--- config.mk ---
export PLATFORM = sky130hd
export DESIGN_NAME = spi_master_flat
export DESIGN_NICKNAME = d
export VERILOG_FILES = /design/src/rtl/spi_master_if.sv /design/src/rtl/spi_master.sv /design/src/flat_wrapper.sv
export SDC_FILE = /design/constraint.sdc
export NUM_CORES = 1
export LEC_CHECK = 0
export CAP_MARGIN = 20
export CORE_ASPECT_RATIO = 0.6
export CORE_MARGIN = 1.5
export CORE_UTILIZATION = 50
export CTS_BUF_LIST = sky130_fd_sc_hd__clkbuf_16
export CTS_CLUSTER_SIZE = 25
export DETAILED_ROUTE_END_ITERATION = 6
export PLACE_DENSITY = 0.78
export SETUP_SLACK_MARGIN = 0.5
export SLEW_MARGIN = 20
export SYNTH_ARGS = -nofsm -noshare
export SYNTH_HDL_FRONTEND = slang
export SYNTH_SLANG_ARGS = --single-unit
--- constraint.sdc ---
create_clock -name clk -period 2.2 [get_ports clk]
set_clock_uncertainty 0.2 [all_clocks]
set_input_delay 0.66 -clock clk [delete_from_list [all_inputs] [get_ports clk]]
set_output_delay 0.66 -clock clk [all_outputs]
set_load 0.02 [all_outputs]
--- src/rtl/spi_master_if.sv ---
// Bundle of the controller-side handshake and the shared SPI bus lines of
// the single-byte SPI master. The master modport is the design's view; the
// slave modport is the view of whoever drives the controller inputs and
// models the SPI slaves.
interface spi_master_if #(
    parameter int DATA_WIDTH = 8
);
    logic                  start;
    logic [1:0]            slaveSelect;
    logic [DATA_WIDTH-1:0] masterDataToSend;
    logic [DATA_WIDTH-1:0] masterDataReceived;
    logic                  SCLK;
    logic [0:2]            CS;
    logic                  MOSI;
    logic                  MISO;

    modport master (
        input  start,
        input  slaveSelect,
        input  masterDataToSend,
        input  MISO,
        output masterDataReceived,
        output SCLK,
        output CS,
        output MOSI
    );

    modport slave (
        output start,
        output slaveSelect,
        output masterDataToSend,
        output MISO,
        input  masterDataReceived,
        input  SCLK,
        input  CS,
        input  MOSI
    );
endinterface

--- src/rtl/spi_master.sv ---
// Single-byte full-duplex SPI master (CPOL=0, CPHA=0), one bit per clk.
// A start pulse in IDLE latches the byte and the slave index; the next
// DATA_WIDTH clk cycles shift MOSI out MSB-first while MISO is shifted in.
// The received byte is published on the last edge of the transfer, and the
// FSM is back in IDLE on that same edge so transfers can run back to back.
module spi_master #(
    parameter int DATA_WIDTH = 8
) (
    input  logic          clk,
    input  logic          reset,
    spi_master_if.master  bus
);
    localparam int CW = (DATA_WIDTH > 1) ? $clog2(DATA_WIDTH) : 1;
    localparam logic [CW-1:0] LAST_BIT = CW'(DATA_WIDTH - 1);

    typedef enum logic [0:0] {
        ST_IDLE     = 1'b0,
        ST_TRANSFER = 1'b1
    } state_e;

    state_e                state_q;
    logic [CW-1:0]         cnt_q;
    logic [DATA_WIDTH-1:0] tx_q;
    logic [DATA_WIDTH-1:0] rx_q;
    logic [DATA_WIDTH-1:0] rcv_q;
    logic [0:2]            cs_q;
    logic                  busy_s;

    // One-hot-low chip-select pattern for a slave index; index 3 selects none.
    function automatic logic [0:2] cs_decode(input logic [1:0] sel);
        logic [0:2] cs;
        cs = 3'b111;
        case (sel)
            2'd0:    cs = 3'b011;
            2'd1:    cs = 3'b101;
            2'd2:    cs = 3'b110;
            default: cs = 3'b111;
        endcase
        return cs;
    endfunction

    // Transfer FSM: latch on start, shift both directions, publish and release CS on the last bit.
    always_ff @(posedge clk) begin
        if (reset) begin
            state_q <= ST_IDLE;
            cnt_q   <= '0;
            tx_q    <= '0;
            rx_q    <= '0;
            rcv_q   <= '0;
            cs_q    <= 3'b111;
        end else begin
            case (state_q)
                ST_IDLE: begin
                    if (bus.start) begin
                        tx_q    <= bus.masterDataToSend;
                        cs_q    <= cs_decode(bus.slaveSelect);
                        cnt_q   <= '0;
                        state_q <= ST_TRANSFER;
                    end else begin
                        state_q <= ST_IDLE;
                    end
                end
                ST_TRANSFER: begin
                    rx_q  <= {rx_q[DATA_WIDTH-2:0], bus.MISO};
                    tx_q  <= tx_q << 1;
                    cnt_q <= cnt_q + CW'(1);
                    if (cnt_q == LAST_BIT) begin
                        // The final MISO bit is folded in directly, so the
                        // byte is complete on this edge with no extra cycle.
                        rcv_q   <= {rx_q[DATA_WIDTH-2:0], bus.MISO};
                        cs_q    <= 3'b111;
                        state_q <= ST_IDLE;
                    end else begin
                        state_q <= ST_TRANSFER;
                    end
                end
                default: begin
                    state_q <= ST_IDLE;
                    cnt_q   <= '0;
                    cs_q    <= 3'b111;
                end
            endcase
        end
    end

    assign busy_s = (state_q == ST_TRANSFER);

    // MOSI follows the shift register MSB so bit 7 appears right after the
    // start edge; SCLK is high in the second half of each busy cycle so the
    // slave samples mid-bit, after MOSI has settled.
    assign bus.MOSI               = busy_s & tx_q[DATA_WIDTH-1];
    assign bus.SCLK               = busy_s & ~clk;
    assign bus.CS                 = cs_q;
    assign bus.masterDataReceived = rcv_q;
endmodule

--- src/flat_wrapper.sv ---
// flat-port wrapper written by rule: the top's interface ports become plain ports
module spi_master_flat 
#(
    parameter int DATA_WIDTH = 8
)
  (clk, reset, bus_start, bus_slaveSelect, bus_masterDataToSend, bus_MISO, bus_masterDataReceived, bus_SCLK, bus_CS, bus_MOSI);
  spi_master_if #(.DATA_WIDTH(DATA_WIDTH)) bus_i ();
  input  logic clk;
  input  logic reset;
  input wire logic [$bits(bus_i.start)-1:0] bus_start;
  input wire logic [$bits(bus_i.slaveSelect)-1:0] bus_slaveSelect;
  input wire logic [$bits(bus_i.masterDataToSend)-1:0] bus_masterDataToSend;
  input wire logic [$bits(bus_i.MISO)-1:0] bus_MISO;
  output wire logic [$bits(bus_i.masterDataReceived)-1:0] bus_masterDataReceived;
  output wire logic [$bits(bus_i.SCLK)-1:0] bus_SCLK;
  output wire logic [$bits(bus_i.CS)-1:0] bus_CS;
  output wire logic [$bits(bus_i.MOSI)-1:0] bus_MOSI;
  assign bus_i.start = bus_start;
  assign bus_i.slaveSelect = bus_slaveSelect;
  assign bus_i.masterDataToSend = bus_masterDataToSend;
  assign bus_i.MISO = bus_MISO;
  assign bus_masterDataReceived = bus_i.masterDataReceived;
  assign bus_SCLK = bus_i.SCLK;
  assign bus_CS = bus_i.CS;
  assign bus_MOSI = bus_i.MOSI;
  spi_master #(.DATA_WIDTH(DATA_WIDTH)) u_core (.clk(clk), .reset(reset), .bus(bus_i));
endmodule
### Word-level counts from Yosys, hierarchy flattened

Index checks and enable logic that the tools add are counted.

* register bits: 30
* bits of input ports: 14
* word-level logic and storage cells: 30

* add/subtract/negate cells: 1
* equal/unequal tests: 5
* mux-type cells: 11
* bitwise logic cells: 4
* reduce and logical (&&, ||, !) cells: 3

Operators with widths (count)
* case mux 8 bit (2 select lines): 1
* case mux 3 bit (2 select lines): 2
* two-way mux 3 bit: 3
* case mux 3 bit (3 select lines): 1
* two-way mux 8 bit: 1
* != test 2 bit, second input constant: 2
* AND reduction 2 bit: 2
* adder 3 x 1 -> 3 bit, second input constant: 1
* == test 3 bit, second input constant: 1
* AND 1 bit: 2
* == test 2 x 1 -> 1 bit, second input constant: 1
* == test 2 bit, second input constant: 1
* zero test 2 bit: 1
* two-way mux 1 bit: 2
* inverter 1 bit: 2
* case mux 1 bit (2 select lines): 1

### Longest topological paths before layout

* word-level depth: 4
* mapped depth: 6

==> impl_metrics.yaml <==
yosys:
  yosys_warnings: 0
  seq_area_frac_synth: 0.448
  yosys.area.top_type: "dfxtp_1"
  ys_ff_latch: 30
  yosysTopAreaCellShare: 0.448
  yosys-top-cells-area: "dfxtp_1 45%, mux2i_1 13%, a21bo_1 4.5%, buf_6 4.2%, a211oi_1 3.9%"
  synth.cell_area_mm2: 0.00134
  synthDistinctLibCells: 25
  synth_nets: 147
  syn_inst: 130
  syn_area_per_cell_um2: 10.3
power_and_ir_drop:
  switching_share: 0.223
  pwr-share-comb: 0.095
  p_total_mw: 1.69
  vdd_drop_max_uv: 581
  intPower_mw: 1.31
  pwr-share-seq: 0.341
  leakagePower_nw: 0.833
  power_density_mw_per_mm2: 851
  clockPowerShare: 0.564
  switchingPower_mw: 0.377
routing:
  antenna_left: 0
  drt_wl_total_mm: 3.40
  vias: 1113
  drc_errors: 0
  first_pass_iters: 4
  drtIter0Drc: 77
  wl_per_cell_um: 16.9
  routed_via_density: 5.51
floorplan:
  start_util: 0.532
  core_area_mm2: 0.00252
  die-area_mm2: 0.00301
  die_y_um: 43.1
  die_x_um: 69.9
  std_cell_rows: 14
  io_pins: 27
cells_and_area:
  seqCellArea_um2: 619
  multi_input_area_um2: 662
  instances_no_fill: 202
  syn_to_final_growth_pct: 47.8
  layout-drive-gt1-share: 0.347
  final_common_cell: "mux2i_1"
  mostFrequentLayoutCells: "18 x mux2i_1, 17 x dfxtp_1, 16 x buf_6"
  finalNetCount: 186
  fillers: 150
  diodes: 0
flow_run:
  cap_violations: 0
setup_path:
  cpPeakStageDelay_ns: 0.13
  cp-start-kind: "clock port"
  r2r-end: "u_core.cnt_q[1]$_SDFFE_PP0P_"
  rrSetupSlack_ns: 0.53
  cp-startpoint: "clk"
  criticalPathCategory: "clk2out"
  worstPathArrival_ns: 1.56
  crit_chain: "clkbuf_16 -> clkbuf_16 -> nor2_4 -> buf_6"
  timing.rr.start: "u_core.busy_s$_SDFF_PP0_"
  reg2regPathDepth: 6
  cp_slowest_cell: "clkbuf_16"
  crit_path_max_fanout: 2
  endpoint_kind: "output pin"
  cp.required_ns: 1.34
  crit_top_cell: "clkbuf_16"
clock_tree:
  clk_latency_ns: 0.38
  cts_hold_buf: 0
  path_clk_slew_ns: 0.05
  cts_tree: "done"
placed_design:
  dpl.cell_count: 182
  dp_hpwl_mm: 1.78
  gp_congestion: 0.789
  port_buffers: 26
  dp_worst_setup_slack_ns: -0.399
timing:
  fin_setup_tns_ns: -0.219
  slew_headroom: 0.769
  rsz0062_at_grt: "yes"
  slew_violations: 0
  finalWorstSetupSlack_ns: -0.219
  hold_violations: 0
  tightest_slew_ns: 0.346
  finalSetupViolations: 1
outcome:
  run_status: "finished with violations"
  violations: "setup timing"
global_routing:
  grt_max_degree: 22
  grt_pass1_wl_mm: 5.55
  gr-total-overflow: 0
  grt_usage: 0.256
  grt_pass1_vias: 1129
  antenna_found_initial: 0
min_path:
  hold_depth: 2
  min_path_type: "reg2reg"
  min_to: "u_core.bus.masterDataReceived[7]$_SDFFE_PP0P_"
  min-delay-start: "u_core.rx_q[6]$_SDFFE_PP0P_"
## how the worst max path moves through the flow
| stage | end | slack, ns |
|---|---|---|
| final | bus_SCLK | -0.22 |
| after CTS | bus_SCLK | -0.22 |
| after detailed placement | bus_SCLK | -0.40 |
| after global placement | bus_SCLK | -0.40 |
| after global routing | bus_SCLK | -0.23 |
| after floorplan | bus_SCLK | 0.11 |
## sequential cells by signal, indices dropped and copies added, names as in the netlist
signal,cells
u_core.cnt_q,3
u_core.busy_s,1
u_core.bus.CS,3
u_core.rx_q,7
u_core.tx_q,8
u_core.bus.masterDataReceived,8
## routing by layer
metal	part of all wire	GRT usage	vias up
met5	0	0	-
met2	0.47	0.350	30
met4	0.012	0.158	0
met3	0.036	0.0998	5
li1	-	-	535
met1	0.48	0.338	543
## cell usage after synthesis
cell and count:
or3b_1 3, ha_1 3, mux2i_1 18, and2_1 1
a21oi_2 2, buf_4 2, nand2_1 2, nor4b_1 2
inv_1 1, a21bo_1 6, a211oi_2 1, clkbuf_1 2
a211oi_1 7, dfxtp_1 30, nor3_1 1, nand3_1 8
buf_6 5, mux2i_2 1, nor2b_1 7, nand2b_1 1
buf_2 3, a21oi_1 9, a21bo_2 2, nor4_1 1
nor2_1 12
## worst max-delay path, delay by kind of cell
family	cells	cell delay, ns
buf+inv	3	0.37
simple gates	1	0.08
## logic make-up after synthesis
kind of cell | after synthesis | share of synthesized area
and+or+nand+nor | 38 | 0.152
DFF | 30 | 0.448
AOI/OAI and AO/OA | 27 | 0.155
muxes | 19 | 0.145
buffers and inverters | 13 | 0.0728
adders and majority gates | 3 | 0.0280
## layout make-up
class / instances / share of cell area
inverters: 1 / 0.00568
flip-flops and latches: 30 / 0.313
well taps: 32 / 0.0202
multi-input cells: 87 / 0.334
repair buffers: 40 / 0.215
clock inverters: 3 / 0.00631
clock buffers: 9 / 0.107
## stage by stage
| step | util | hold slack, ns | instance area [µm²] |
|---|---|---|---|
| 6_report | 0.786 | 0.268 | 1980 |
| 5_1_grt | 0.786 | 0.296 | 1980 |
| 3_5_place_dp | 0.635 | 0.264 | 1600 |
| 3_3_place_gp | 0.635 | 0.259 | 1600 |
| 4_1_cts | 0.775 | 0.265 | 1960 |
| 2_1_floorplan | - | 0.243 | 1360 |
## power by group through the flow
stage	clock network [mW]	registers, mW	logic [mW]
final	0.951	0.576	0.161
after global routing	1.00	0.577	0.171
after CTS	0.950	0.575	0.156
after detailed placement	0.0281	0.585	0.122
after global placement	0.0281	0.584	0.119
after floorplan	0.0158	0.584	0.0862
## repair_timing
| action | in CTS | in global routing |
|---|---|---|
| endpoints found under the setup margin | 24 | 15 |
| endpoints found under the hold margin | 0 | 0 |
| pin swaps | 1 | 2 |
| gates cloned | 1 | 0 |
| buffers inserted | 5 | 3 |
| resized for setup | 103 | 1 |
Note: power is estimated with default switching activity, not from simulation.
